**src/rtl/x86_muldiv_if.sv**
```systemverilog
// Request/response bundle between an issuing core and the x86 multiply/divide unit.
interface x86_muldiv_if #(
    parameter int unsigned WIDTH = 16
);
    logic             start;
    logic [1:0]       mode;
    logic             i_size;
    logic [WIDTH-1:0] op_lo;
    logic [WIDTH-1:0] op_hi;
    logic [WIDTH-1:0] op_src;
    logic             busy;
    logic             done;
    logic [WIDTH-1:0] res_lo;
    logic [WIDTH-1:0] res_hi;
    logic             cf_of;
    logic             div_err;

    modport master (
        output start, mode, i_size, op_lo, op_hi, op_src,
        input  busy, done, res_lo, res_hi, cf_of, div_err
    );

    modport slave (
        input  start, mode, i_size, op_lo, op_hi, op_src,
        output busy, done, res_lo, res_hi, cf_of, div_err
    );
endinterface

```
**src/rtl/x86_muldiv.sv**
```systemverilog
// Iterative x86 MUL/IMUL/DIV/IDIV: one result bit per CALC cycle on operand magnitudes,
// sign correction and flag/exception evaluation in FIX.
module x86_muldiv #(
    parameter int unsigned WIDTH = 16
) (
    input logic         clock_i,
    input logic         reset_i,
    x86_muldiv_if.slave bus
);
    localparam int unsigned W2 = 2 * WIDTH;
    localparam int unsigned CW = $clog2(WIDTH);

    typedef enum logic [1:0] {S_IDLE, S_CALC, S_FIX, S_DONE} state_e;

    state_e           state_q;
    logic             busy_q, done_q, cf_q, err_q;
    logic [WIDTH-1:0] res_lo_q, res_hi_q;
    logic             size_q, div_q, sgn_q, neg_q, rsn_q, ovf_q;
    logic [CW-1:0]    cnt_q;
    logic [W2-1:0]    acc_q;
    logic [WIDTH-1:0] rem_q, quo_q, dsr_q;

    // Accept-time operand conditioning: mask to N bits and take magnitudes.
    logic [WIDTH-1:0] mask_n, lo_raw, src_raw, lo_mag, src_mag, dhi_mag, dlo_mag;
    logic [W2-1:0]    mask_2n, dvd_raw, dvd_mag;
    logic             lo_sgn, src_sgn, dvd_sgn, sgn_mode, div_mode, neg_d, pre_ovf, src_zero;

    always_comb begin
        sgn_mode = bus.mode[0];
        div_mode = bus.mode[1];
        if (bus.i_size) begin
            mask_n  = '1;
            mask_2n = '1;
            lo_raw  = bus.op_lo;
            src_raw = bus.op_src;
            dvd_raw = {bus.op_hi, bus.op_lo};
            lo_sgn  = bus.op_lo[WIDTH-1];
            src_sgn = bus.op_src[WIDTH-1];
            dvd_sgn = bus.op_hi[WIDTH-1];
        end else begin
            mask_n  = WIDTH'(8'hFF);
            mask_2n = W2'(16'hFFFF);
            lo_raw  = WIDTH'(bus.op_lo[7:0]);
            src_raw = WIDTH'(bus.op_src[7:0]);
            dvd_raw = W2'({bus.op_hi[7:0], bus.op_lo[7:0]});
            lo_sgn  = bus.op_lo[7];
            src_sgn = bus.op_src[7];
            dvd_sgn = bus.op_hi[7];
        end
        lo_mag   = (sgn_mode && lo_sgn)  ? ((WIDTH'(0) - lo_raw) & mask_n)   : lo_raw;
        src_mag  = (sgn_mode && src_sgn) ? ((WIDTH'(0) - src_raw) & mask_n)  : src_raw;
        dvd_mag  = (sgn_mode && dvd_sgn) ? ((W2'(0) - dvd_raw) & mask_2n)    : dvd_raw;
        dhi_mag  = bus.i_size ? dvd_mag[W2-1:WIDTH] : WIDTH'(dvd_mag[15:8]);
        dlo_mag  = bus.i_size ? dvd_mag[WIDTH-1:0]  : WIDTH'(dvd_mag[7:0]);
        neg_d    = sgn_mode && ((div_mode ? dvd_sgn : lo_sgn) ^ src_sgn);
        // Unsigned quotient fits in N bits only if the dividend high half is below the divisor.
        pre_ovf  = dhi_mag >= src_mag;
        src_zero = (src_mag == '0);
    end

    // One iteration: MSB-first shift-add for multiply, restoring shift-subtract for divide.
    logic             msb, rem_ge;
    logic [W2-1:0]    acc_d;
    logic [WIDTH:0]   rem_sh;
    logic [WIDTH-1:0] rem_d, quo_d;

    always_comb begin
        msb    = size_q ? quo_q[WIDTH-1] : quo_q[7];
        acc_d  = {acc_q[W2-2:0], 1'b0} + (msb ? W2'(dsr_q) : W2'(0));
        rem_sh = {rem_q, msb};
        rem_ge = rem_sh >= {1'b0, dsr_q};
        rem_d  = rem_ge ? (rem_sh[WIDTH-1:0] - dsr_q) : rem_sh[WIDTH-1:0];
        quo_d  = {quo_q[WIDTH-2:0], rem_ge};
    end

    // Sign correction, flags and divide-exception check applied on the way into DONE.
    logic [W2-1:0]    mask_2q, prod_mag, prod;
    logic [WIDTH-1:0] mask_q, half, p_lo, p_hi, q_mag, q_fix, r_fix, fix_lo_d, fix_hi_d;
    logic             fix_cf_d, fix_err_d;

    always_comb begin
        mask_q   = size_q ? '1 : WIDTH'(8'hFF);
        mask_2q  = size_q ? '1 : W2'(16'hFFFF);
        half     = size_q ? {1'b1, {(WIDTH-1){1'b0}}} : WIDTH'(8'h80);
        prod_mag = acc_q & mask_2q;
        prod     = neg_q ? ((W2'(0) - prod_mag) & mask_2q) : prod_mag;
        p_lo     = size_q ? prod[WIDTH-1:0]  : WIDTH'(prod[7:0]);
        p_hi     = size_q ? prod[W2-1:WIDTH] : WIDTH'(prod[15:8]);
        q_mag    = quo_q & mask_q;
        q_fix    = neg_q ? ((WIDTH'(0) - q_mag) & mask_q) : q_mag;
        r_fix    = rsn_q ? ((WIDTH'(0) - rem_q) & mask_q) : rem_q;
        fix_lo_d  = '0;
        fix_hi_d  = '0;
        fix_cf_d  = 1'b0;
        fix_err_d = 1'b0;
        if (div_q) begin
            // A negative quotient may reach -2^(N-1); a positive one stops at 2^(N-1)-1.
            fix_err_d = ovf_q || (sgn_q && (neg_q ? (q_mag > half) : (q_mag >= half)));
            if (!fix_err_d) begin
                fix_lo_d = q_fix;
                fix_hi_d = r_fix;
            end
        end else begin
            fix_lo_d = p_lo;
            fix_hi_d = p_hi;
            if (sgn_q) begin
                fix_cf_d = size_q ? (prod[W2-1:WIDTH] != {WIDTH{prod[WIDTH-1]}})
                                  : (prod[15:8] != {8{prod[7]}});
            end else begin
                fix_cf_d = (p_hi != '0);
            end
        end
    end

    always_ff @(posedge clock_i) begin
        if (reset_i) begin
            state_q  <= S_IDLE;
            busy_q   <= 1'b0;
            done_q   <= 1'b0;
            res_lo_q <= '0;
            res_hi_q <= '0;
            cf_q     <= 1'b0;
            err_q    <= 1'b0;
            size_q   <= 1'b0;
            div_q    <= 1'b0;
            sgn_q    <= 1'b0;
            neg_q    <= 1'b0;
            rsn_q    <= 1'b0;
            ovf_q    <= 1'b0;
            cnt_q    <= '0;
            acc_q    <= '0;
            rem_q    <= '0;
            quo_q    <= '0;
            dsr_q    <= '0;
        end else begin
            done_q <= 1'b0;
            case (state_q)
                S_IDLE: begin
                    if (bus.start) begin
                        busy_q <= 1'b1;
                        size_q <= bus.i_size;
                        div_q  <= div_mode;
                        sgn_q  <= sgn_mode;
                        neg_q  <= neg_d;
                        rsn_q  <= sgn_mode && dvd_sgn;
                        ovf_q  <= pre_ovf;
                        cnt_q  <= bus.i_size ? CW'(WIDTH - 1) : CW'(7);
                        acc_q  <= '0;
                        rem_q  <= dhi_mag;
                        quo_q  <= div_mode ? dlo_mag : src_mag;
                        dsr_q  <= div_mode ? src_mag : lo_mag;
                        // Divide by zero skips the datapath and raises #DE next cycle.
                        if (div_mode && src_zero) begin
                            state_q  <= S_DONE;
                            done_q   <= 1'b1;
                            err_q    <= 1'b1;
                            cf_q     <= 1'b0;
                            res_lo_q <= '0;
                            res_hi_q <= '0;
                        end else begin
                            state_q <= S_CALC;
                        end
                    end
                end
                S_CALC: begin
                    if (div_q) begin
                        rem_q <= rem_d;
                    end else begin
                        acc_q <= acc_d;
                    end
                    quo_q <= quo_d;
                    if (cnt_q == '0) begin
                        state_q <= S_FIX;
                    end else begin
                        cnt_q <= cnt_q - CW'(1);
                    end
                end
                S_FIX: begin
                    state_q  <= S_DONE;
                    done_q   <= 1'b1;
                    res_lo_q <= fix_lo_d;
                    res_hi_q <= fix_hi_d;
                    cf_q     <= fix_cf_d;
                    err_q    <= fix_err_d;
                end
                S_DONE: begin
                    state_q <= S_IDLE;
                    busy_q  <= 1'b0;
                end
            endcase
        end
    end

    assign bus.busy    = busy_q;
    assign bus.done    = done_q;
    assign bus.res_lo  = res_lo_q;
    assign bus.res_hi  = res_hi_q;
    assign bus.cf_of   = cf_q;
    assign bus.div_err = err_q;
endmodule
```
**src/flat_wrapper.sv**
```systemverilog
// flat-port wrapper written by rule: the top's interface ports become plain ports
module x86_muldiv_flat 
#(
    parameter int unsigned WIDTH = 16
)
  (clock_i, reset_i, bus_start, bus_mode, bus_i_size, bus_op_lo, bus_op_hi, bus_op_src, bus_busy, bus_done, bus_res_lo, bus_res_hi, bus_cf_of, bus_div_err);
  x86_muldiv_if #(.WIDTH(WIDTH)) bus_i ();
  input logic clock_i;
  input logic reset_i;
  input wire logic [$bits(bus_i.start)-1:0] bus_start;
  input wire logic [$bits(bus_i.mode)-1:0] bus_mode;
  input wire logic [$bits(bus_i.i_size)-1:0] bus_i_size;
  input wire logic [$bits(bus_i.op_lo)-1:0] bus_op_lo;
  input wire logic [$bits(bus_i.op_hi)-1:0] bus_op_hi;
  input wire logic [$bits(bus_i.op_src)-1:0] bus_op_src;
  output wire logic [$bits(bus_i.busy)-1:0] bus_busy;
  output wire logic [$bits(bus_i.done)-1:0] bus_done;
  output wire logic [$bits(bus_i.res_lo)-1:0] bus_res_lo;
  output wire logic [$bits(bus_i.res_hi)-1:0] bus_res_hi;
  output wire logic [$bits(bus_i.cf_of)-1:0] bus_cf_of;
  output wire logic [$bits(bus_i.div_err)-1:0] bus_div_err;
  assign bus_i.start = bus_start;
  assign bus_i.mode = bus_mode;
  assign bus_i.i_size = bus_i_size;
  assign bus_i.op_lo = bus_op_lo;
  assign bus_i.op_hi = bus_op_hi;
  assign bus_i.op_src = bus_op_src;
  assign bus_busy = bus_i.busy;
  assign bus_done = bus_i.done;
  assign bus_res_lo = bus_i.res_lo;
  assign bus_res_hi = bus_i.res_hi;
  assign bus_cf_of = bus_i.cf_of;
  assign bus_div_err = bus_i.div_err;
  x86_muldiv #(.WIDTH(WIDTH)) u_core (.clock_i(clock_i), .reset_i(reset_i), .bus(bus_i));
endmodule
```
**config.mk**
```make
export PLATFORM = sky130hd
export DESIGN_NAME = x86_muldiv_flat
export DESIGN_NICKNAME = d
export VERILOG_FILES = /design/src/rtl/x86_muldiv_if.sv /design/src/rtl/x86_muldiv.sv /design/src/flat_wrapper.sv
export SDC_FILE = /design/constraint.sdc
export NUM_CORES = 1
export LEC_CHECK = 0
export CORE_MARGIN = 4
export CORE_UTILIZATION = 63
export CTS_BUF_LIST = sky130_fd_sc_hd__clkbuf_4
export DETAILED_ROUTE_END_ITERATION = 16
export GPL_TIMING_DRIVEN = 1
export PLACE_DENSITY = 0.95
export SYNTH_ARGS = -nofsm -noshare
export SYNTH_HDL_FRONTEND = slang
export SYNTH_SLANG_ARGS = --single-unit
```
**constraint.sdc**
```tcl
create_clock -name clock_i -period 12.3 [get_ports clock_i]
set_input_delay 1.845 -clock clock_i [delete_from_list [all_inputs] [get_ports clock_i]]
set_output_delay 1.845 -clock clock_i [all_outputs]
set_load 0.005 [all_outputs]
```
==> impl_metrics.env <==
export IMPL_crit_path_end_kind="register"
export IMPL_grt_pass1_vias=11400
export IMPL_min_path_type="reg2reg"
export IMPL_vias=12800
export IMPL_root_buffer="clkbuf_4"
export IMPL_drv_cap=0
export IMPL_gp_congestion=1.06
export IMPL_wl_per_cell_um=18.9
export IMPL_cp_max_fo=7
export IMPL_cts_setup_buffers=0
export IMPL_reg2regPathDepth=12
export IMPL_routed_via_density=6.76
export IMPL_period_needed_ns=5.59
export IMPL_slew_limit_headroom_pct=21.2
export IMPL_synth_top_family_by_area="simple AND/OR/NAND/NOR gates"
export IMPL_path_clk_slew_ns=0.13
export IMPL_synth_xor_area_share_pct=10.2
export IMPL_yosys_warnings=0
export IMPL_cts_made_buffers=17
export IMPL_hold_ws_ns=0.473
export IMPL_finalHoldViolCount=0
export IMPL_fmax_mhz=179
export IMPL_hold_path_depth=2
export IMPL_start_kind="input pin"
export IMPL_synth_simple_area_share_pct=25.9
export IMPL_nNetsFinal=1763
export IMPL_p_per_area_nw_per_um2=162
export IMPL_async_flop_share_pct=0
export IMPL_utilization_pct=70.8
export IMPL_fin_crit_sh_pct=45.4
export IMPL_grt_total_usage_pct=33.1
export IMPL_finalPower_uw=2090
export IMPL_vdd_drop_max_mv=0.141
export IMPL_worst_slew_pin_slew_ns=1.17
export IMPL_cts_sinks=128
export IMPL_grt_pass1_wl_um=56400
export IMPL_outcome="complete, no violations"
export IMPL_drc=0
export IMPL_dr_pass1_iters=7
export IMPL_finalWirelength_um=35700
export IMPL_drtIter0Drc=1836
export IMPL_htree_levels=4
export IMPL_tritoncts="done"
export IMPL_rsz0062_at_grt="no"
export IMPL_netlist_instances=1641
export IMPL_setup_slack_ns=6.71
export IMPL_regArea_sq_um=2560
export IMPL_cpPeakStageDelay_ns=0.69
export IMPL_synth_enable_flop_cells=0
export IMPL_syn_avg_cell_area_sq_um=7.16
export IMPL_area_growth_syn_to_layout_pct=9.38
export IMPL_dp_slack_ns=6.19
export IMPL_synth_adder_area_share_pct=6.73
export IMPL_yosysSeqAreaShare_pct=21.8
export IMPL_hpwl_um=26900
export IMPL_cts_buffer_depth=2
export IMPL_syn_nets=1757
export IMPL_final_antenna_net_count=0
export IMPL_io_pin_count=90
export IMPL_cp_arrival_ns=6.04
export IMPL_die_x_um=145
export IMPL_multi_input_comb_area_sq_um=8490
export IMPL_cts_resized=0
export IMPL_leakage_uw=0.00489
export IMPL_path_class="in2reg"
export IMPL_dieArea_sq_um=20900
export IMPL_skew_ns=0.0182
export IMPL_core_area_sq_um=18100
export IMPL_grt_max_degree=63
export IMPL_holdBufCountCts=0
export IMPL_synth_area_sq_um=11700
export IMPL_synthMuxAreaShare_pct=4.01
export IMPL_synth_compound_area_share_pct=25.3
export IMPL_ys_flop_type="dfxtp_1"
export IMPL_ys_types=82
export IMPL_rows=49
export IMPL_required_ns=12.75
export IMPL_fillerInstances=1417
export IMPL_setup_tns_final_ns=0
export IMPL_drive_above_1_share_pct=5.72
export IMPL_slew_violations=0
export IMPL_cpMaxStageDelayCell="nor4bb_1"
export IMPL_portBuffers=89
export IMPL_synth_seq_cells=128
export IMPL_clock_latency_ns=0.57
export IMPL_crit_chain="clkdlybuf4s50_1 -> inv_1 -> ha_1 -> or3b_2 -> nor3_1 -> buf_4 -> nor4bb_1 -> a31oi_1 -> xnor2_1 -> nor2_1 -> ha_1 -> a21o_1 -> a21o_1 -> a21oi_1 -> nor2_1 -> a2111oi_0 -> a21oi_1"
export IMPL_initial_core_util_pct=64.7
export IMPL_setup_viol=0
export IMPL_die_h_um=145
export IMPL_grt_ovfl_total=0
export IMPL_antenna_found_initial=1
==> state kept, by name, summed over array words and instances (netlist names), 2 cells and up <==
signal             count
u_core.bus.res_hi     16
u_core.dsr_q          16
u_core.state_q         2
u_core.bus.res_lo     16
u_core.quo_q          16
u_core.cnt_q           4
u_core.rem_q          16
u_core.acc_q          32
==> placed cells by master, fill, tap and decap left out, drive strengths merged, types with 17 or more instances in the layout <==
master           n
o21ai          114
nor3            57
o31ai           20
ha              60
mux2i           28
a211oi          28
o211ai          23
xor2            59
clkdlybuf4s50   87
buf             18
dfxtp          128
nand2b          23
clkbuf          17
nand2          174
nor2b           17
a31oi           21
nor4            25
nand3           39
nor2           200
and3            19
inv             64
a21oi          119
xnor2           78
==> layer usage <==
metal	wire length (um)	global-route usage [%]
met4	1340	13.2
met5	0	0
met3	3910	6.45
met1	14000	43.5
met2	16400	53.5
==> layout make-up <==
type                    count  share of cell area (%)
multi-input cells        1336                    66.1
well taps                 229                    2.23
clock buffers              17                   0.993
inverters                  59                    1.72
clock inverters            15                    1.20
diodes                      2                  0.0389
flip-flops and latches    128                    19.9
repair buffers            105                    7.81
==> stage by stage <==
stage | instance area (sq um) | std cells
after floorplan | 11700 | 1641
after global placement | 12600 | 1857
after detailed placement | 12600 | 1857
after CTS | 12800 | 1889
after global routing | 12800 | 1890
final | 12900 | 1891
==> worst max-delay path, delay by kind of cell <==
family,cells,cell delay [ns]
simple gates,5,1.53
compound gates,6,1.31
buf+inv,3,0.72
fa+ha+maj,2,0.45
xor+xnor,1,0.17
==> kinds of logic after synthesis <==
group | Yosys count
multiplexers | 43
AO/OA/AOI/OAI | 457
adder cells (fa/ha/maj) | 62
buffers and inverters | 177
XOR/XNOR | 137
flip-flops | 128
AND/OR/NAND/NOR | 637
==> report_power, final <==
part           switching (uW)  total (uW)  internal [uW]
clock                     190         297            106
sequential                101         580            480
combinational             742        1210            468
total                    1030        2090           1050
==> synthesized netlist by cell type, types with 9 or more instances <==
library cell / n / area, sq um
a2111oi_0: 11 / 96.3
a211oi_1: 28 / 210
a21o_1: 13 / 97.6
a21oi_1: 119 / 596
a22oi_1: 10 / 75.1
a311oi_1: 10 / 87.6
a31oi_1: 21 / 131
and2_1: 10 / 62.6
and3_1: 18 / 113
buf_1: 14 / 52.6
clkbuf_1: 97 / 364
dfxtp_1: 128 / 2560
ha_1: 60 / 751
inv_1: 58 / 218
mux2_2: 13 / 146
mux2i_1: 28 / 280
nand2_1: 174 / 653
nand2b_1: 23 / 144
nand3_1: 39 / 195
nand4_1: 12 / 75.1
nor2_1: 200 / 751
nor2b_1: 17 / 106
nor3_1: 57 / 285
nor4_1: 23 / 144
o211ai_1: 23 / 173
o21ai_0: 112 / 561
o22ai_1: 9 / 56.3
o31ai_1: 20 / 150
o41ai_1: 11 / 96.3
or3_1: 13 / 81.3
or4_1: 11 / 82.6
xnor2_1: 78 / 683
xor2_1: 59 / 517
==> worst paths after layout <==
kind                                            from                   end  slack [ns]
worst max-delay path                    bus_op_lo[0]          u_core.ovf_q        6.71
worst max register to register         u_core.size_q  u_core.bus.res_lo[3]        8.34
worst min-delay path            u_core.bus.res_lo[7]  u_core.bus.res_lo[7]        0.47
worst min register to register  u_core.bus.res_lo[7]  u_core.bus.res_lo[7]        0.47
No activity file was read; power rests on OpenSTA's default activity.
